===== config.mk =====
export PLATFORM = sky130hd
export DESIGN_NAME = ram_arbiter_flat
export DESIGN_NICKNAME = d
export VERILOG_FILES = /design/src/rtl/ram_arbiter_if.sv /design/src/rtl/ram_arbiter.sv /design/src/flat_wrapper.sv
export SDC_FILE = /design/constraint.sdc
export NUM_CORES = 1
export LEC_CHECK = 0
export CORE_ASPECT_RATIO = 0.9
export CORE_MARGIN = 5
export CORE_UTILIZATION = 50
export DETAILED_ROUTE_END_ITERATION = 10
export DONT_BUFFER_PORTS = 1
export PLACE_DENSITY = 0.7
export SLEW_MARGIN = 20
export SYNTH_ARGS = -nofsm -noshare
export SYNTH_HDL_FRONTEND = slang
export SYNTH_SLANG_ARGS = --single-unit

===== constraint.sdc =====
create_clock -name i_clk -period 1.5 [get_ports i_clk]
set_clock_uncertainty 0.05 [all_clocks]
set_input_delay 0.3 -clock i_clk [delete_from_list [all_inputs] [get_ports i_clk]]
set_output_delay 0.3 -clock i_clk [all_outputs]
set_load 0.005 [all_outputs]

===== src/rtl/ram_arbiter_if.sv =====
// ---------------------------------------------------------------------------
// ram_arbiter_if
// Bundles every bus signal around the RAM arbiter: the CPU request port, the
// VGA framebuffer read port, the RAM controller port and the debug owner flag.
//
// Modports:
//   slave  - the arbiter's view. It serves the CPU and VGA requesters, drives
//            the RAM controller request side and reports the current owner.
//   master - the surroundings (core, vgactlr, ramctlr). It drives the
//            requests and the RAM controller responses.
//
// Signal summary:
//   cpu_req/cpu_we/cpu_addr/cpu_wdata  CPU request, held until cpu_ack
//   cpu_rdata/cpu_ack/cpu_err          CPU completion (err qualifies ack)
//   vga_req/vga_addr                   VGA read request, held until vga_ack
//   vga_rdata/vga_ack/vga_err          VGA completion (err qualifies ack)
//   mem_req/mem_we/mem_addr/mem_wdata  request to ramctlr
//   mem_rdata/mem_ack                  response from ramctlr
//   owner                              current/last grant, 0 = CPU, 1 = VGA
// ---------------------------------------------------------------------------
interface ram_arbiter_if;
    logic        cpu_req;
    logic        cpu_we;
    logic [31:0] cpu_addr;
    logic [31:0] cpu_wdata;
    logic [31:0] cpu_rdata;
    logic        cpu_ack;
    logic        cpu_err;

    logic        vga_req;
    logic [31:0] vga_addr;
    logic [31:0] vga_rdata;
    logic        vga_ack;
    logic        vga_err;

    logic        mem_req;
    logic        mem_we;
    logic [31:0] mem_addr;
    logic [31:0] mem_wdata;
    logic [31:0] mem_rdata;
    logic        mem_ack;

    logic        owner;

    modport slave (
        input  cpu_req, cpu_we, cpu_addr, cpu_wdata,
        output cpu_rdata, cpu_ack, cpu_err,
        input  vga_req, vga_addr,
        output vga_rdata, vga_ack, vga_err,
        output mem_req, mem_we, mem_addr, mem_wdata,
        input  mem_rdata, mem_ack,
        output owner
    );

    modport master (
        output cpu_req, cpu_we, cpu_addr, cpu_wdata,
        input  cpu_rdata, cpu_ack, cpu_err,
        output vga_req, vga_addr,
        input  vga_rdata, vga_ack, vga_err,
        input  mem_req, mem_we, mem_addr, mem_wdata,
        output mem_rdata, mem_ack,
        input  owner
    );
endinterface


===== src/rtl/ram_arbiter.sv =====
// ---------------------------------------------------------------------------
// ram_arbiter
// Shares the single RAM controller port between the CPU core (read/write)
// and the VGA controller (framebuffer reads). VGA wins by default because
// its display timing is real-time; a saturating starvation counter hands
// the port to a waiting CPU after CPU_MAX_WAIT lost arbitrations. A
// watchdog aborts a transaction whose mem_ack never arrives and returns
// ERR_DATA with the requester's err flag set.
//
// Ports:
//   i_clk    system clock
//   i_rst_n  asynchronous active-low reset
//   io_bus   ram_arbiter_if.slave - CPU, VGA, RAM controller and owner
//
// Parameters:
//   CPU_MAX_WAIT  lost arbitration cycles before the CPU beats VGA (1..15)
//   TIMEOUT       BUSY cycles without mem_ack before abort (2..255)
//   ERR_DATA      read data returned on an aborted transaction
// ---------------------------------------------------------------------------
module ram_arbiter #(
    parameter int unsigned CPU_MAX_WAIT = 8,
    parameter int unsigned TIMEOUT      = 64,
    parameter logic [31:0] ERR_DATA     = 32'hDEADBEEF
) (
    input  logic          i_clk,
    input  logic          i_rst_n,
    ram_arbiter_if.slave  io_bus
);

    localparam logic [3:0] LP_MAX_WAIT  = 4'(CPU_MAX_WAIT);
    localparam logic [7:0] LP_TOUT_LAST = 8'(TIMEOUT - 1);

    typedef enum logic [1:0] {
        IDLE = 2'd0,
        BUSY = 2'd1,
        ACK  = 2'd2
    } state_t;

    state_t      r_state;
    logic [3:0]  r_cpu_wait;
    logic [7:0]  r_tout;

    logic        r_mem_req;
    logic        r_mem_we;
    logic [31:0] r_mem_addr;
    logic [31:0] r_mem_wdata;
    logic        r_owner;

    logic [31:0] r_cpu_rdata;
    logic        r_cpu_ack;
    logic        r_cpu_err;
    logic [31:0] r_vga_rdata;
    logic        r_vga_ack;
    logic        r_vga_err;

    logic        w_cpu_starved;
    logic        w_grant_vga;
    logic        w_grant_cpu;

    // Arbitration decision, only acted upon in IDLE. VGA wins unless the CPU
    // has already lost CPU_MAX_WAIT times in a row.
    assign w_cpu_starved = io_bus.cpu_req && (r_cpu_wait == LP_MAX_WAIT);
    assign w_grant_vga   = io_bus.vga_req && !w_cpu_starved;
    assign w_grant_cpu   = !w_grant_vga && io_bus.cpu_req;

    // Main FSM: IDLE arbitrates and latches the winner's request, BUSY waits
    // for mem_ack or the watchdog, ACK pulses the owner's ack for one cycle.
    // Every output is a register updated here.
    always_ff @(posedge i_clk or negedge i_rst_n) begin
        if (!i_rst_n) begin
            r_state     <= IDLE;
            r_cpu_wait  <= 4'd0;
            r_tout      <= 8'd0;
            r_mem_req   <= 1'b0;
            r_mem_we    <= 1'b0;
            r_mem_addr  <= 32'd0;
            r_mem_wdata <= 32'd0;
            r_owner     <= 1'b0;
            r_cpu_rdata <= 32'd0;
            r_cpu_ack   <= 1'b0;
            r_cpu_err   <= 1'b0;
            r_vga_rdata <= 32'd0;
            r_vga_ack   <= 1'b0;
            r_vga_err   <= 1'b0;
        end else begin
            case (r_state)
                IDLE: begin
                    if (w_grant_vga) begin
                        r_mem_addr  <= io_bus.vga_addr;
                        r_mem_we    <= 1'b0;
                        r_mem_wdata <= 32'd0;
                        r_owner     <= 1'b1;
                        r_mem_req   <= 1'b1;
                        r_vga_err   <= 1'b0;
                        r_tout      <= 8'd0;
                        r_state     <= BUSY;
                        // A CPU that loses here counts one more lost round,
                        // saturating so it can never wrap back to zero.
                        if (!io_bus.cpu_req) begin
                            r_cpu_wait <= 4'd0;
                        end else if (r_cpu_wait != LP_MAX_WAIT) begin
                            r_cpu_wait <= r_cpu_wait + 4'd1;
                        end
                    end else if (w_grant_cpu) begin
                        r_mem_addr  <= io_bus.cpu_addr;
                        r_mem_we    <= io_bus.cpu_we;
                        r_mem_wdata <= io_bus.cpu_wdata;
                        r_owner     <= 1'b0;
                        r_mem_req   <= 1'b1;
                        r_cpu_err   <= 1'b0;
                        r_cpu_wait  <= 4'd0;
                        r_tout      <= 8'd0;
                        r_state     <= BUSY;
                    end else begin
                        r_cpu_wait <= 4'd0;
                    end
                end

                BUSY: begin
                    if (io_bus.mem_ack) begin
                        r_mem_req <= 1'b0;
                        if (r_owner) begin
                            r_vga_rdata <= io_bus.mem_rdata;
                            r_vga_ack   <= 1'b1;
                        end else begin
                            r_cpu_rdata <= io_bus.mem_rdata;
                            r_cpu_ack   <= 1'b1;
                        end
                        r_state <= ACK;
                    end else if (r_tout == LP_TOUT_LAST) begin
                        // Watchdog abort: complete the transaction with
                        // ERR_DATA so the requester is never left hanging.
                        r_mem_req <= 1'b0;
                        if (r_owner) begin
                            r_vga_rdata <= ERR_DATA;
                            r_vga_err   <= 1'b1;
                            r_vga_ack   <= 1'b1;
                        end else begin
                            r_cpu_rdata <= ERR_DATA;
                            r_cpu_err   <= 1'b1;
                            r_cpu_ack   <= 1'b1;
                        end
                        r_state <= ACK;
                    end else begin
                        r_tout <= r_tout + 8'd1;
                    end
                end

                ACK: begin
                    // The requester drops req on the edge it sees ack, so no
                    // arbitration here avoids re-granting a stale request.
                    r_cpu_ack <= 1'b0;
                    r_vga_ack <= 1'b0;
                    r_tout    <= 8'd0;
                    r_state   <= IDLE;
                end

                default: begin
                    r_mem_req <= 1'b0;
                    r_cpu_ack <= 1'b0;
                    r_vga_ack <= 1'b0;
                    r_tout    <= 8'd0;
                    r_state   <= IDLE;
                end
            endcase
        end
    end

    assign io_bus.mem_req   = r_mem_req;
    assign io_bus.mem_we    = r_mem_we;
    assign io_bus.mem_addr  = r_mem_addr;
    assign io_bus.mem_wdata = r_mem_wdata;
    assign io_bus.owner     = r_owner;
    assign io_bus.cpu_rdata = r_cpu_rdata;
    assign io_bus.cpu_ack   = r_cpu_ack;
    assign io_bus.cpu_err   = r_cpu_err;
    assign io_bus.vga_rdata = r_vga_rdata;
    assign io_bus.vga_ack   = r_vga_ack;
    assign io_bus.vga_err   = r_vga_err;

endmodule


===== src/flat_wrapper.sv =====
// flat-port wrapper written by rule: the top's interface ports become plain ports
module ram_arbiter_flat 
#(
    parameter int unsigned CPU_MAX_WAIT = 8,
    parameter int unsigned TIMEOUT      = 64,
    parameter logic [31:0] ERR_DATA     = 32'hDEADBEEF
)
  (i_clk, i_rst_n, io_bus_cpu_req, io_bus_cpu_we, io_bus_cpu_addr, io_bus_cpu_wdata, io_bus_cpu_rdata, io_bus_cpu_ack, io_bus_cpu_err, io_bus_vga_req, io_bus_vga_addr, io_bus_vga_rdata, io_bus_vga_ack, io_bus_vga_err, io_bus_mem_req, io_bus_mem_we, io_bus_mem_addr, io_bus_mem_wdata, io_bus_mem_rdata, io_bus_mem_ack, io_bus_owner);
  ram_arbiter_if io_bus_i ();
  input  logic i_clk;
  input  logic i_rst_n;
  input wire logic [$bits(io_bus_i.cpu_req)-1:0] io_bus_cpu_req;
  input wire logic [$bits(io_bus_i.cpu_we)-1:0] io_bus_cpu_we;
  input wire logic [$bits(io_bus_i.cpu_addr)-1:0] io_bus_cpu_addr;
  input wire logic [$bits(io_bus_i.cpu_wdata)-1:0] io_bus_cpu_wdata;
  output wire logic [$bits(io_bus_i.cpu_rdata)-1:0] io_bus_cpu_rdata;
  output wire logic [$bits(io_bus_i.cpu_ack)-1:0] io_bus_cpu_ack;
  output wire logic [$bits(io_bus_i.cpu_err)-1:0] io_bus_cpu_err;
  input wire logic [$bits(io_bus_i.vga_req)-1:0] io_bus_vga_req;
  input wire logic [$bits(io_bus_i.vga_addr)-1:0] io_bus_vga_addr;
  output wire logic [$bits(io_bus_i.vga_rdata)-1:0] io_bus_vga_rdata;
  output wire logic [$bits(io_bus_i.vga_ack)-1:0] io_bus_vga_ack;
  output wire logic [$bits(io_bus_i.vga_err)-1:0] io_bus_vga_err;
  output wire logic [$bits(io_bus_i.mem_req)-1:0] io_bus_mem_req;
  output wire logic [$bits(io_bus_i.mem_we)-1:0] io_bus_mem_we;
  output wire logic [$bits(io_bus_i.mem_addr)-1:0] io_bus_mem_addr;
  output wire logic [$bits(io_bus_i.mem_wdata)-1:0] io_bus_mem_wdata;
  input wire logic [$bits(io_bus_i.mem_rdata)-1:0] io_bus_mem_rdata;
  input wire logic [$bits(io_bus_i.mem_ack)-1:0] io_bus_mem_ack;
  output wire logic [$bits(io_bus_i.owner)-1:0] io_bus_owner;
  assign io_bus_i.cpu_req = io_bus_cpu_req;
  assign io_bus_i.cpu_we = io_bus_cpu_we;
  assign io_bus_i.cpu_addr = io_bus_cpu_addr;
  assign io_bus_i.cpu_wdata = io_bus_cpu_wdata;
  assign io_bus_cpu_rdata = io_bus_i.cpu_rdata;
  assign io_bus_cpu_ack = io_bus_i.cpu_ack;
  assign io_bus_cpu_err = io_bus_i.cpu_err;
  assign io_bus_i.vga_req = io_bus_vga_req;
  assign io_bus_i.vga_addr = io_bus_vga_addr;
  assign io_bus_vga_rdata = io_bus_i.vga_rdata;
  assign io_bus_vga_ack = io_bus_i.vga_ack;
  assign io_bus_vga_err = io_bus_i.vga_err;
  assign io_bus_mem_req = io_bus_i.mem_req;
  assign io_bus_mem_we = io_bus_i.mem_we;
  assign io_bus_mem_addr = io_bus_i.mem_addr;
  assign io_bus_mem_wdata = io_bus_i.mem_wdata;
  assign io_bus_i.mem_rdata = io_bus_mem_rdata;
  assign io_bus_i.mem_ack = io_bus_mem_ack;
  assign io_bus_owner = io_bus_i.owner;
  ram_arbiter #(.CPU_MAX_WAIT(CPU_MAX_WAIT), .TIMEOUT(TIMEOUT), .ERR_DATA(ERR_DATA)) u_core (.i_clk(i_clk), .i_rst_n(i_rst_n), .io_bus(io_bus_i));
endmodule

==> flow_summary_export.csv, run 1 <==
group,metric,value,unit
status,outcome,"finished with violations",
status,violations,"negative hold slack, negative setup slack",
yosys,async_flop_share,100,%
clock_network,clkSinkCount,149,
drt,drt_iter0_markers,538,
power,power_frac_comb,33.9,%
cells_and_area,nNetsFinal,899,
clock_network,htree_levels,4,
drt,drcViolationCount,0,
power,clock_power_share,24.5,%
power,p_leak,4.11,nW
timing,period_needed,1.71,ns
worst_setup_path,critPathMaxFanout,15,
yosys,synth.area.top_cells,"dfrtp_1 (61%), nand2_1 (8.7%), o22a_1 (6.9%)",
clock_network,cts_buffer_depth,2,
cells_and_area,final_util,79.0,%
cells_and_area,stdcell_count,939,
yosys,yosys.cell_types.count,42,
clock_network,cts_tree,"built",
yosys,netlist_instances,580,
power,power.density,1900,mW/mm2
timing,finalSetupViolCount,129,
grt,grt_usage,27.2,%
worst_setup_path,cp.arrival,1.97,ns
drt,dr_total_vias,5754,
clock_network,root_buffer,"clkbuf_16",
place,place_inst,736,
grt,antenna_found_initial,1,
yosys,ys_seq_area_share,60.9,%
yosys,synth_flop_cell,"dfrtp_1",
grt,grt_max_degree,150,
worst_setup_path,end_kind,"flip-flop",
place,gp_congestion,0.815,
cells_and_area,area_growth,55.1,%
timing,final_max_slew_viol_count,0,
drt,ant_nets,0,
yosys,ys_seq_elements,149,
grt,overflow,0,
drt,vias_per_cell,6.13,
drt,routed_wl,22500,um
grt,grt_pass1_vias,5726,
timing,timing.final.ws_setup,-0.207,ns
cells_and_area,nFillCells,650,
worst_setup_path,startpoint_type,"flip-flop",
floorplan,die_area,0.0146,mm2
power,finalPower,0.0181,W
min_path,holdCritPathClass,"input pin to asynchronous set/reset pin",
yosys,synth_area_leader_cell,"dfrtp_1",
timing,timing.final.crit_share,114,%
timing,worst_pin_slew,0.563,ns
cells_and_area,drive_gt1_share,24.3,%
drt,first_pass_iters,5,
yosys,syn-mean-instance-area,10.6,um2
grt,grt_pass1_wl,31000,um
clock_network,clk_latency,0.41,ns
clock_network,clk_pin_slew_worst_paths,0.06,ns
yosys,netlist_area,0.00613,mm2
power,pwr-share-seq,41.7,%
clock_network,numCtsBuffers,17,
floorplan,coreArea,0.0120,mm2
power,switching_power,0.00637,W
worst_setup_path,worstPathRequired,1.77,ns
timing,hold_viol,149,
timing,timing.slew.headroom,62.3,%
timing,timing.hold.ws,-0.475,ns
place,dp.final_hpwl,10800,um
power,internal_power,0.0117,W
flow_run,drv_cap,0,
power,switching_share,35.3,%
timing,max_freq,586,MHz
cells_and_area,register_area,0.00373,mm2
power,ir_drop,1.40,mV
worst_setup_path,crit_type,"flip-flop to flip-flop",
yosys,syn_nets,717,
yosys,ys_warn_count,0,
floorplan,rows,38,
floorplan,die_h,115,um
cells_and_area,multi_input_area,0.00257,mm2
timing,rsz0062_at_grt,"yes",
yosys,synth_edf_count,0,
drt,wl_per_cell,24.0,um
yosys,synth_top_area_share,60.9,%
floorplan,start_util,50.9,%
floorplan,io_pins,269,
floorplan,die_x,127,um
worst_setup_path,reg2reg_slack,-0.21,ns
place,port_buffers,0,
[placed cells by master (no fill, tap or decap), drive strengths merged, types with 4 or more instances in the layout]
cell | synthesis | layout
inv | 7 | 10
o21ai | 13 | 13
nor2 | 44 | 44
buf | 26 | 63
a31oi | 35 | 35
nand3 | 41 | 41
clkbuf | 14 | 30
dlygate4sd3 | 0 | 131
a22o | 17 | 17
o22a | 48 | 48
dfrtp | 149 | 149
nor3 | 8 | 8
diode | 0 | 4
nand2 | 142 | 142
[power groups by stage]
| stage | Combinational (W) | Sequential [W] | Clock [W] |
|---|---|---|---|
| 3_3_place_gp | 0.00366 | 0.00740 | 0 |
| 6_report | 0.00612 | 0.00753 | 0.00442 |
| 3_5_place_dp | 0.00390 | 0.00744 | 0 |
| 4_1_cts | 0.00494 | 0.00742 | 0.00446 |
| 2_1_floorplan | 0.00301 | 0.00692 | 0 |
| 5_1_grt | 0.00656 | 0.00768 | 0.00468 |
[path summary, 6_finish.rpt]
check	start	endpoint	cells past startpoint
worst min register to register	u_core.io_bus.mem_we	u_core.io_bus.mem_we	2
worst min-delay path	i_rst_n	u_core.io_bus.vga_rdata[8]	0
worst max register to register	u_core.r_cpu_wait[1]	u_core.io_bus.mem_addr[5]	7
min in group i_clk	io_bus_mem_ack	u_core.r_tout[5]	3
worst max-delay path	u_core.r_cpu_wait[1]	u_core.io_bus.mem_addr[5]	7
max in group asynchronous	i_rst_n	u_core.io_bus.owner	0
[per-layer routing]
layer	global-route usage [%]	share of wire [%]	vias to the layer above
met5	0	0	-
met4	12.7	4.2	0
met3	9.48	9.8	102
met2	44.4	50	402
met1	32.6	36	2834
li1	-	-	2416
[cells in the mapped netlist (7+ instances only)]
library cell    n
o22a_1         48
nand3_1        41
a31oi_1        35
clkbuf_1       14
buf_2          15
o21ai_0        11
a22o_1         17
nand2_1       142
nor2_1         43
inv_1           7
dfrtp_1       149
[sequential cells by signal (all words and copies together) (netlist names)]
name and cells:
u_core.io_bus.mem_addr 32, u_core.io_bus.cpu_rdata 32, u_core.io_bus.cpu_err 1, u_core.r_cpu_wait 4, u_core.io_bus.mem_wdata 32, u_core.io_bus.vga_ack 1
u_core.io_bus.mem_we 1, u_core.io_bus.owner 1, u_core.io_bus.vga_rdata 32, u_core.io_bus.cpu_ack 1, u_core.r_state 2, u_core.io_bus.vga_err 1
u_core.io_bus.mem_req 1, u_core.r_tout 8
[per-stage QoR]
step	TNS [ns]	hold WS (ns)	setup WS [ns]	area, um2
2_1_floorplan	-0.263	-0.0456	-0.0192	6200
3_3_place_gp	-0.834	-0.0428	-0.0460	6520
3_5_place_dp	-3.93	-0.0431	-0.114	6520
4_1_cts	-3.76	-0.490	-0.0934	8750
5_1_grt	-19.03	-0.505	-0.291	9490
6_report	-9.16	-0.475	-0.207	9500
[area by class of cell]
type	count	share of cell area, %
Antenna cell	4	0.105
Clock inverter	11	1.54
Timing Repair Buffer	203	24.8
Tap cell	160	2.11
Clock buffer	21	4.95
Multi-Input combinational cell	384	27.0
Sequential cell	149	39.2
Inverter	7	0.277
[repair_timing]
item,4_1_cts,5_1_grt
pin swaps,18,44
setup buffers,6,13
gates resized for setup,26,87
cloned,4,13
hold buffers,130,1
endpoints found under the hold margin,280,152
setup endpoints to repair,124,142
[logic make-up (layout without fill, tap and decap cells)]
family / count (synthesis) / after routing / share of synthesized area (%)
and+or+nand+nor: 251 / 251 / 18.2
DFF: 149 / 149 / 60.9
AOI/OAI and AO/OA: 130 / 130 / 16.2
buffers and inverters: 47 / 242 / 4.11
adders and majority gates: 3 / 3 / 0.613
other: 0 / 4 / 0
[critical path, cell delays in order, from the launching register on]
cell and delay, ns:
dfrtp_1 0.37, inv_2 0.05, ha_1 0.17, nand4b_1 0.20, and2_4 0.25, buf_12 0.16, nand2_1 0.10, a31oi_1 0.26
Note: power is estimated with default switching activity, not from simulation.
==> run 2, diff against run 1 <==
Settings changed: GPL_ROUTABILITY_DRIVEN set to 0, PLACE_DENSITY 0.7 to 0.67.
Clock period 1.5 ns to 2 ns, I/O delays scaled along.
==> run 2 against run 1 <==
The flow finishes with violations (negative hold slack). Sequential cell count stayed put. Setup slack improved by 0.43 ns. Worst hold slack gained 0.11 ns. Critical path depth unchanged. Largest power group unchanged. Combinational power down 58%. Die area unchanged. Sequential share of layout area grew 15 points. Final cell count is 20% lower. Power down 38%.
==> flow_summary_export.csv, run 2 (synthesized netlist as in run 1, its figures left out) <==
group,metric,value,unit
floorplan,die_h,115,um
floorplan,start_util,50.9,%
worst_setup_path,startpoint_type,"flip-flop",
worst_setup_path,crit_slowest_cell,"dfrtp_1",
cells_and_area,stdcell_count,748,
drt,first_pass_iters,5,
cells_and_area,drive_gt1_share,10.4,%
cells_and_area,postLayoutCellArea,0.00685,mm2
status,violations,"negative hold slack",
worst_setup_path,cpPeakStageDelay,0.42,ns
timing,rsz0062_at_grt,"no",
timing,max_freq,563,MHz
clock_network,cts_buffer_depth,2,
worst_setup_path,end_kind,"flip-flop",
worst_setup_path,startpoint,"u_core.r_cpu_wait[0]",
clock_network,cts_tree,"built",
clock_network,clkSinkCount,149,
clock_network,htree_levels,4,
place,dp.final_hpwl,10800,um
min_path,holdCritPathClass,"input pin to asynchronous set/reset pin",
drt,ant_nets,0,
timing,timing.final.crit_share,88.7,%
timing,period_needed,1.77,ns
cells_and_area,antenna_cells,0,
power,p_leak,3.04,nW
drt,dr_total_vias,4382,
grt,grt_pass1_wl,23900,um
worst_setup_path,crit_type,"flip-flop to flip-flop",
status,outcome,"finished with violations",
worst_setup_path,cp_top_family,"buffers and inverters",
clock_network,clk_latency,0.41,ns
worst_setup_path,cp_num_buf_inv,2,
grt,grt_pass1_vias,4498,
grt,grt_usage,20.6,%
flow_run,drv_cap,0,
clock_network,clk_pin_slew_worst_paths,0.06,ns
place,placed_area,0.00628,mm2
floorplan,io_pins,269,
timing,worst_pin_slew,0.550,ns
clock_network,post_cts_buffers,0,
clock_network,numCtsBuffers,17,
grt,overflow,0,
drt,routed_wl,15100,um
drt,drcViolationCount,0,
power,power.density,1630,mW/mm2
place,place_inst,716,
timing,finalSetupTns,0,ns
worst_setup_path,cp.arrival,2.05,ns
drt,vias_per_cell,5.86,
worst_setup_path,worstPathRequired,2.27,ns
grt,antenna_found_initial,0,
worst_setup_path,cp_cell_sequence,"inv_1, ha_1, nand4b_1, nand2_2, buf_4, o21ai_0, a2bb2oi_1",
timing,hold_viol,149,
clock_network,root_buffer,"clkbuf_16",
worst_setup_path,rr_startpoint,"u_core.r_cpu_wait[0]",
timing,timing.hold.ws,-0.369,ns
floorplan,coreArea,0.0120,mm2
worst_setup_path,critPathMaxFanout,36,
floorplan,rows,38,
floorplan,die_x,127,um
timing,finalSetupViolCount,0,
power,ir_drop,0.971,mV
cells_and_area,area_growth,11.9,%
floorplan,die_area,0.0146,mm2
cells_and_area,layout_common_cells,"dfrtp_1 (149), nand2_1 (141), o22a_1 (48)",
cells_and_area,final_util,57.0,%
clock_network,cts.repair.resized,0,
place,port_buffers,0,
drt,wl_per_cell,20.1,um
timing,final_max_slew_viol_count,0,
grt,grt_max_degree,150,
timing,timing.slew.headroom,63.1,%
drt,drt_iter0_markers,390,
cells_and_area,nNetsFinal,712,
cells_and_area,final_common_cell,"dfrtp_1",
==> run 2: cell types whose count changed in the layout (fill, tap and decap cells not counted), sizes merged <==
cell,delta
dlygate4sd3,-131
buf,-47
clkbuf,-11
clkinv,+6
diode,-4
inv,-2
bufinv,-1
clkinvlp,-1
==> run 2: layout make-up <==
cell class                 instances  area (um2)
inverter                           7        26.3
sequential                       149        3730
multi-input combinational        384        2150
tap                              160         200
clock inverter                    13         133
fill                            1037        5180
clock buffer                      19         443
timing repair buffer              16         170
==> run 2: final timing paths <==
path | endpoint | slack (ns) | depth (start not counted)
max | u_core.io_bus.vga_err | 0.23 | 7
min | u_core.io_bus.vga_rdata[22] | -0.37 | 0
max reg2reg | u_core.io_bus.vga_err | 0.23 | 7
min reg2reg | u_core.io_bus.mem_wdata[2] | 0.45 | 2
max in group asynchronous | u_core.r_cpu_wait[0] | 2.07 | 0
min in group i_clk | u_core.io_bus.mem_wdata[23] | 0.07 | 2
==> run 2: stage by stage <==
stage,power [W],worst slack (ns)
4_1_cts,0.0113,0.200
3_5_place_dp,0.00822,0.194
3_3_place_gp,0.00802,0.341
6_report,0.0112,0.225
5_1_grt,0.0119,0.0872
2_1_floorplan,0.00734,0.391
==> run 2: routing by layer <==
| metal | part of all wire [%] | global-route usage (%) | vias to the layer above |
|---|---|---|---|
| met1 | 38 | 25.3 | 2142 |
| met4 | 1.8 | 7.29 | 0 |
| met3 | 9.5 | 8.41 | 23 |
| met5 | 0 | 0 | - |
| met2 | 51 | 33.4 | 190 |
| li1 | - | - | 2027 |
==> run 2: report_power, final <==
group          internal (W)  switching (W)  total (W)  leakage [nW]
sequential          0.00436        0.00118    0.00554          1.76
combinational       0.00113        0.00145    0.00258         0.995
clock               0.00186        0.00117    0.00304         0.287
==> run 3, diff against run 2 <==
Clock period 2 ns to 2.2 ns, I/O delays scaled along.
==> run 3 against run 2 <==
The run still ends with negative hold slack left. Combinational power shrank 11%. Register-to-register slack better by 0.12 ns. Clock-buffer cell count increased by 9. Routed wire length increased by 0.55%. Critical path type unchanged. Highest routed layer unchanged.
==> flow_summary_export.csv, run 3 (synthesized netlist as in run 1, its figures left out) <==
group,metric,value,unit
grt,antenna_found_initial,0,
timing,worst_pin_slew,0.557,ns
floorplan,coreArea,0.0120,mm2
place,port_buffers,0,
clock_network,post_cts_buffers,0,
clock_network,clk_pin_slew_worst_paths,0.06,ns
timing,hold_viol,149,
cells_and_area,antenna_cells,0,
clock_network,htree_levels,4,
timing,max_freq,539,MHz
clock_network,cts.repair.resized,0,
cells_and_area,multi_input_area,0.00215,mm2
cells_and_area,final_common_cell,"dfrtp_1",
clock_network,clkSinkCount,149,
timing,finalSetupTns,0,ns
power,power.density,1490,mW/mm2
timing,period_needed,1.85,ns
worst_setup_path,worstPathRequired,2.44,ns
grt,overflow,0,
power,p_leak,3.02,nW
worst_setup_path,crit_type,"flip-flop to flip-flop",
timing,finalSetupViolCount,0,
min_path,holdCritPathClass,"input pin to asynchronous set/reset pin",
drt,first_pass_iters,7,
worst_setup_path,end_kind,"flip-flop",
place,dp_slack,0.363,ns
worst_setup_path,r2r_end,"u_core.io_bus.vga_rdata[24]",
cells_and_area,nNetsFinal,709,
floorplan,rows,38,
cells_and_area,area_growth,11.2,%
status,violations,"negative hold slack",
timing,timing.final.crit_share,84.3,%
clock_network,numCtsBuffers,17,
timing,timing.hold.ws,-0.326,ns
floorplan,io_pins,269,
clock_network,root_buffer,"clkbuf_16",
worst_setup_path,cp.arrival,2.10,ns
cells_and_area,register_area,0.00373,mm2
drt,routed_wl,15100,um
worst_setup_path,reg2reg_slack,0.35,ns
grt,grt_pass1_wl,24000,um
drt,dr_total_vias,4429,
status,outcome,"finished with violations",
timing,timing.slew.headroom,62.6,%
clock_network,cts_buffer_depth,2,
drt,vias_per_cell,5.95,
timing,final_max_slew_viol_count,0,
power,ir_drop,0.790,mV
grt,grt_pass1_vias,4546,
floorplan,die_area,0.0146,mm2
drt,wl_per_cell,20.4,um
grt,grt_max_degree,150,
timing,rsz0062_at_grt,"no",
cells_and_area,layout_common_cells,"dfrtp_1 (149), nand2_1 (141), o22a_1 (48)",
floorplan,die_h,115,um
place,dp.final_hpwl,10600,um
clock_network,cts_tree,"built",
flow_run,drv_cap,0,
drt,drcViolationCount,0,
worst_setup_path,reg2reg_depth,5,
worst_setup_path,startpoint_type,"flip-flop",
drt,drt_iter0_markers,382,
cells_and_area,nFillCells,1014,
worst_setup_path,rr_startpoint,"u_core.r_tout[0]",
cells_and_area,drive_gt1_share,8.90,%
grt,grt_usage,20.7,%
clock_network,clk_latency,0.41,ns
floorplan,die_x,127,um
worst_setup_path,critPathMaxFanout,8,
drt,ant_nets,0,
timing,timing.final.ws_setup,0.346,ns
floorplan,start_util,50.9,%
## run 3: cell count changes in the layout (fill, tap and decap cells not counted), sizes merged
cell,delta
clkinvlp,-1
inv,-1
clkinv,-8
buf,-3
clkbuf,+9
## run 3: power breakdown
group | leakage (nW) | internal, W | switching [W]
combinational | 0.975 | 0.000989 | 0.00131
clock | 0.285 | 0.00182 | 0.00102
sequential | 1.76 | 0.00396 | 0.00107
total | 3.02 | 0.00677 | 0.00340
## run 3: how the worst max path moves through the flow
stage / end / slack [ns] / startpoint
floorplan: u_core.io_bus.cpu_err / 0.58 / io_bus_cpu_req
global route: u_core.io_bus.vga_rdata[14] / 0.19 / u_core.r_tout[0]
finish: u_core.io_bus.vga_rdata[24] / 0.35 / u_core.r_tout[0]
CTS: u_core.io_bus.vga_rdata[24] / 0.35 / u_core.r_tout[0]
global placement: u_core.io_bus.vga_rdata[29] / 0.46 / u_core.r_tout[0]
detailed placement: u_core.io_bus.vga_rdata[24] / 0.36 / u_core.r_tout[0]
## run 3: layout make-up
class                      count  area share [%]
sequential                   149            54.7
multi-input combinational    384            31.6
clock buffer                  28            7.59
tap                          160            2.94
timing repair buffer          13            1.80
clock inverter                 3           0.955
inverter                       7           0.386
## run 3: worst max-delay path, stage by stage (launching register included)
cell and delay, ns:
dfrtp_1 0.40, ha_1 0.23, nand3_1 0.17, o21ai_2 0.32, nand3_1 0.30, a22o_1 0.27
## run 3: metrics by stage
step	hold slack [ns]	cells	utilization, %	power, W	instance area, um2
after detailed placement	0.0969	713	51.8	0.00744	6230
final	-0.326	744	56.6	0.0102	6810
after global placement	0.0973	713	51.8	0.00725	6230
after floorplan	0.0944	580	-	0.00667	6130
after CTS	-0.351	744	56.6	0.0103	6810
after global routing	-0.357	744	56.6	0.0108	6810
## run 3: layer usage
metal  GRT usage, %  vias up  part of all wire [%]
met4           7.22        0                   1.5
met2           33.2      193                    50
met5              0        -                     0
met3           8.45       22                   9.3
li1               -     2019                     -
met1           25.7     2195                    39
==> patch 1: new RTL, config.mk and constraints of run 3 <==
Encoding of `state_t`: now one-hot (3 bits for 3 states).
--- a/src/rtl/ram_arbiter.sv
+++ b/src/rtl/ram_arbiter.sv
@@ -30,10 +30,10 @@
     localparam logic [3:0] LP_MAX_WAIT  = 4'(CPU_MAX_WAIT);
     localparam logic [7:0] LP_TOUT_LAST = 8'(TIMEOUT - 1);
 
-    typedef enum logic [1:0] {
-        IDLE = 2'd0,
-        BUSY = 2'd1,
-        ACK  = 2'd2
+    typedef enum logic [2:0] {
+        IDLE = 3'b001,
+        BUSY = 3'b010,
+        ACK  = 3'b100
     } state_t;
 
     state_t      r_state;
Function: same outputs for any inputs over 4 cycles, from zero or initial values and one cycle with i_rst_n low; so few cycles prove little.
==> patch 1 against run 3 <==
- area after synthesis fell by 1.9%
- sequential power rose by 2%
- sequential cell count rose by 1
- highest routed layer unchanged
- total power rose by 0.75%
- critical path depth rose by 2
- final area rose by 0.17%
- the run still ends with negative hold slack left
- clock power rose by 4%
- die area fell by 1.8%
- critical endpoint is now u_core.io_bus.mem_addr[5]$_DFFE_PN0P_
- combinational power fell by 7%
- wire length fell by 3.0%
- worst hold slack improved by 0.0036 ns
- non-clock buffer count rose by 1
- setup slack got worse by 0.21 ns
- via count fell by 12%
==> patch 1: results (changes against run 3) <==
metric;value;unit;change
peak supply drop;0.000684;V;was 0.000790 V
CP endpoint;u_core.io_bus.mem_addr[5]$_DFFE_PN0P_;;was u_core.io_bus.vga_rdata[24]$_DFFE_PN0P_
Worst setup SP type;register;;unchanged
synth cell count leaders;dfrtp_1, a22o_1, o22a_1;;was dfrtp_1, nand2_1, o22a_1
drt total wl;14.7;mm;was 15.1 mm
antenna violations before repair;0;;unchanged
Hold Violations, Final;150;;was 149
post-synthesis net count;612;;was 717
post-CTS setup repair buffer count;0;;unchanged
pin count of the biggest net entering global routing;151;;was 150
GRT Total Usage;20.8;%;was 20.7%
Pleak;3.05;nW;was 3.02 nW
ranking of synthesized cells by area;dfrtp_1, a22o_1, o22a_1;;was dfrtp_1, nand2_1, o22a_1
CP max FO;16;;was 8
layout cells sized above 1;11.3;%;was 8.90%
failing checks;negative hold slack;;unchanged
first-pass GRT wire length;23.3;mm;was 24.0 mm
hpwl dp;10.3;mm;was 10.6 mm
DRT Pass-1 Iters;5;;was 7
distinct cell type count after synthesis;46;;was 42
Cell Area, Placed;6210;um^2;was 6230 um^2
Iteration-0 DRC Markers;223;;was 382
Slew headroom;58.2;%;was 62.6%
run status;finished, violations left;;unchanged
DR vias/cell;6.06;;was 5.95
Min-Delay Path Class;in2async;;unchanged
register area share after synthesis;62.5;%;was 60.9%
leading register cell type out of synthesis;dfrtp_1;;unchanged
worst r2r path cells;7;;was 5
Tmin final;2.06;ns;was 1.85 ns
slowest library cell on the worst path;and2_2;;was dfrtp_1
Max stage delay on crit path;0.46;ns;was 0.40 ns
CP delay by family, top;simple AND/OR/NAND/NOR gates;;was compound AO/OA/AOI/OAI gates
Post-Place Worst Slack;0.120;ns;was 0.363 ns
worst reg-to-reg setup slack;0.14;ns;was 0.35 ns
Hold Slack;-0.322;ns;was -0.326 ns
Antenna Cells;0;;unchanged
reg2reg start;u_core.r_cpu_wait[0]$_DFFE_PN0P_;;was u_core.r_tout[0]$_DFFE_PN0P_
vias in the first global route;4191;;was 4546
patch 1: cell count changes after synthesis, moves of 3 or more:
cell	change
buf_6	-4
buf_2	-3
and3_1	+4
mux2i_1	+32
a22o_1	+34
nor2_1	-38
o21a_1	+3
nand3_1	-37
and2_1	+3
nand2_1	-99
a21oi_1	+5
a31oi_1	-27
o21ai_0	+29
patch 1: cell type report:
class / count / area [um^2]
Timing Repair Buffer: 14 / 155
Inverter: 6 / 22.5
Tap cell: 160 / 200
Clock inverter: 7 / 119
Clock buffer: 24 / 492
Sequential cell: 150 / 3750
Fill cell: 974 / 5110
Multi-Input combinational cell: 286 / 2080
patch 1: report_power, final:
group	switching, mW	internal [mW]	total, mW
logic	1.04	1.11	2.15
registers	1.13	4.00	5.13
clock network	1.06	1.90	2.96
total	3.23	7.01	10.2
patch 1: cell families after synthesis:
family	Yosys count	share of synthesized area (%)
simple gates	83	7.31
fa+ha+maj	3	0.625
flops	150	62.5
compound gates	168	21.2
buf+inv	39	3.04
mux	32	5.33
patch 1: layer usage:
| metal | part of all wire (%) | global-route usage, % | up-vias |
|---|---|---|---|
| li1 | - | - | 1770 |
| met1 | 40 | 25.7 | 1965 |
| met2 | 49 | 31.9 | 165 |
| met3 | 9.5 | 9.93 | 19 |
| met4 | 1.7 | 7.80 | 0 |
| met5 | 0 | 0 | - |
patch 1: per-stage QoR:
step	instances	total power [mW]	util (%)
after global routing	647	10.9	57.2
after global placement	616	7.23	52.1
after detailed placement	616	7.37	52.1
after CTS	647	10.4	57.2
final	647	10.2	57.2
after floorplan	475	6.52	-
==> patch 2: new RTL, flow settings as in run 3 <==
Without the edit above. `CPU_MAX_WAIT` is set to 8 in 2 places; all go to 7.
--- a/src/rtl/ram_arbiter.sv
+++ b/src/rtl/ram_arbiter.sv
@@ -18,7 +18,7 @@
 //   ERR_DATA      read data returned on an aborted transaction
 // ---------------------------------------------------------------------------
 module ram_arbiter #(
-    parameter int unsigned CPU_MAX_WAIT = 8,
+    parameter int unsigned CPU_MAX_WAIT = 7,
     parameter int unsigned TIMEOUT      = 64,
     parameter logic [31:0] ERR_DATA     = 32'hDEADBEEF
 ) (
--- a/src/flat_wrapper.sv
+++ b/src/flat_wrapper.sv
@@ -1,7 +1,7 @@
 // flat-port wrapper written by rule: the top's interface ports become plain ports
 module ram_arbiter_flat 
 #(
-    parameter int unsigned CPU_MAX_WAIT = 8,
+    parameter int unsigned CPU_MAX_WAIT = 7,
     parameter int unsigned TIMEOUT      = 64,
     parameter logic [31:0] ERR_DATA     = 32'hDEADBEEF
 )
Function: no difference found for any inputs over 4 cycles, from zero or initial values and one cycle with i_rst_n low; that may be too few to reach the edited logic, so the function may still have changed.
==> patch 2 against run 3 <==
- the flow still finishes with violations (negative hold slack)
- wire length is 4.9% higher
- sequential share of layout area shrank 2.4 points
- utilization barely moved
- via count shrank 2.0%
- final cell count is 1.7% lower
- sequential cell count stayed put
- global-route usage grew 0.34 points
- non-clock buffer count decreased by 2
- final area grew 4.6%
- area after synthesis grew 4.1%
- setup slack better by 0.0046 ns
- total power grew 2.8%
- largest cell class unchanged
- highest routed layer unchanged
==> patch 2: results (changes against run 3) <==
metric;value;unit;change
internal power;6.91;mW;was 6.77 mW
Hold Slack;-0.333;ns;was -0.326 ns
Post-Syn Area per Cell;11.3;um^2;was 10.6 um^2
first-pass GRT wire length;24.5;mm;was 24.0 mm
layout cells sized above 1;12.7;%;was 8.90%
distinct cell type count after synthesis;45;;was 42
Hold Violations, Final;149;;unchanged
clock share of power;28.0;%;was 27.9%
placed instance count;700;;was 713
CP max FO;9;;was 8
Clk power;2.92;mW;was 2.84 mW
met1 Use GR;24.2;%;was 25.7%
Final Core Density;56.6;%;about the same
fin nets;691;;was 709
Metal-1 WL;5.89;mm;was 5.97 mm
Pleak;3.09;nW;was 3.02 nW
register area share after synthesis;58.4;%;was 60.9%
worst slew pin tran;0.533;ns;was 0.557 ns
failing checks;negative hold slack;;unchanged
vias in the first global route;4492;;was 4546
DR vias;4341;;was 4429
Iteration-0 DRC Markers;325;;was 382
GRT Total Usage;21.1;%;was 20.7%
run status;finished, violations left;;unchanged
synth cell count leaders;dfrtp_1, nand2_1, o21ai_0;;was dfrtp_1, nand2_1, o22a_1
DR WL met2;7.68;mm;was 7.53 mm
Post-Place Worst Slack;0.352;ns;was 0.363 ns
hpwl dp;11.5;mm;was 10.6 mm
top achievable clock speed;541;MHz;was 539 MHz
ranking of synthesized cells by area;dfrtp_1, nand2_1, o21ai_0;;was dfrtp_1, nand2_1, o22a_1
==> patch 2: cell count changes in the layout (fill, tap and decap cells not counted), sizes merged, moves of 14 or more <==
cell     before  now
o21ai        13   82
o22a         48    0
a32o          2   16
nor2b         1   26
mux2i         0   32
nor2         44    7
a22o         17    0
nand3        41    6
a2bb2oi       1   48
a31oi        35    0
nand2       142  113
==> patch 2: layout make-up <==
class                   count  share of cell area, %
repair buffers             11                   1.86
flip-flops and latches    149                   52.3
clock buffers              19                   6.21
well taps                 164                   2.88
multi-input cells         371                   34.3
clock inverters            12                   2.16
inverters                   5                  0.263
==> patch 2: worst min-delay path by stage <==
stage | start | end | slack (ns) | cells past startpoint
after detailed placement | i_rst_n | u_core.io_bus.cpu_rdata[16]$_DFFE_PN0P_ | 0.1 | 0
final | i_rst_n | u_core.io_bus.cpu_rdata[21]$_DFFE_PN0P_ | -0.33 | 0
after global routing | i_rst_n | u_core.io_bus.cpu_rdata[23]$_DFFE_PN0P_ | -0.37 | 0
after floorplan | i_rst_n | u_core.io_bus.cpu_ack$_DFFE_PN0P_ | 0.09 | 0
after global placement | i_rst_n | u_core.io_bus.cpu_rdata[16]$_DFFE_PN0P_ | 0.1 | 0
after CTS | i_rst_n | u_core.io_bus.cpu_rdata[16]$_DFFE_PN0P_ | -0.36 | 0
==> patch 2: worst max-delay path, cell delays in order (launching register included) <==
cell	delay, ns
dfrtp_1	0.41
ha_1	0.26
nand3_4	0.13
o21bai_2	0.31
nand2_1	0.30
a32o_1	0.29
==> patch 2: kinds of logic after synthesis <==
group	Yosys count	synth area share, %
AOI/OAI and AO/OA	165	19.8
adders and majority gates	2	0.392
buffers and inverters	46	3.57
DFF	149	58.4
muxes	32	5.02
and+or+nand+nor	172	12.8
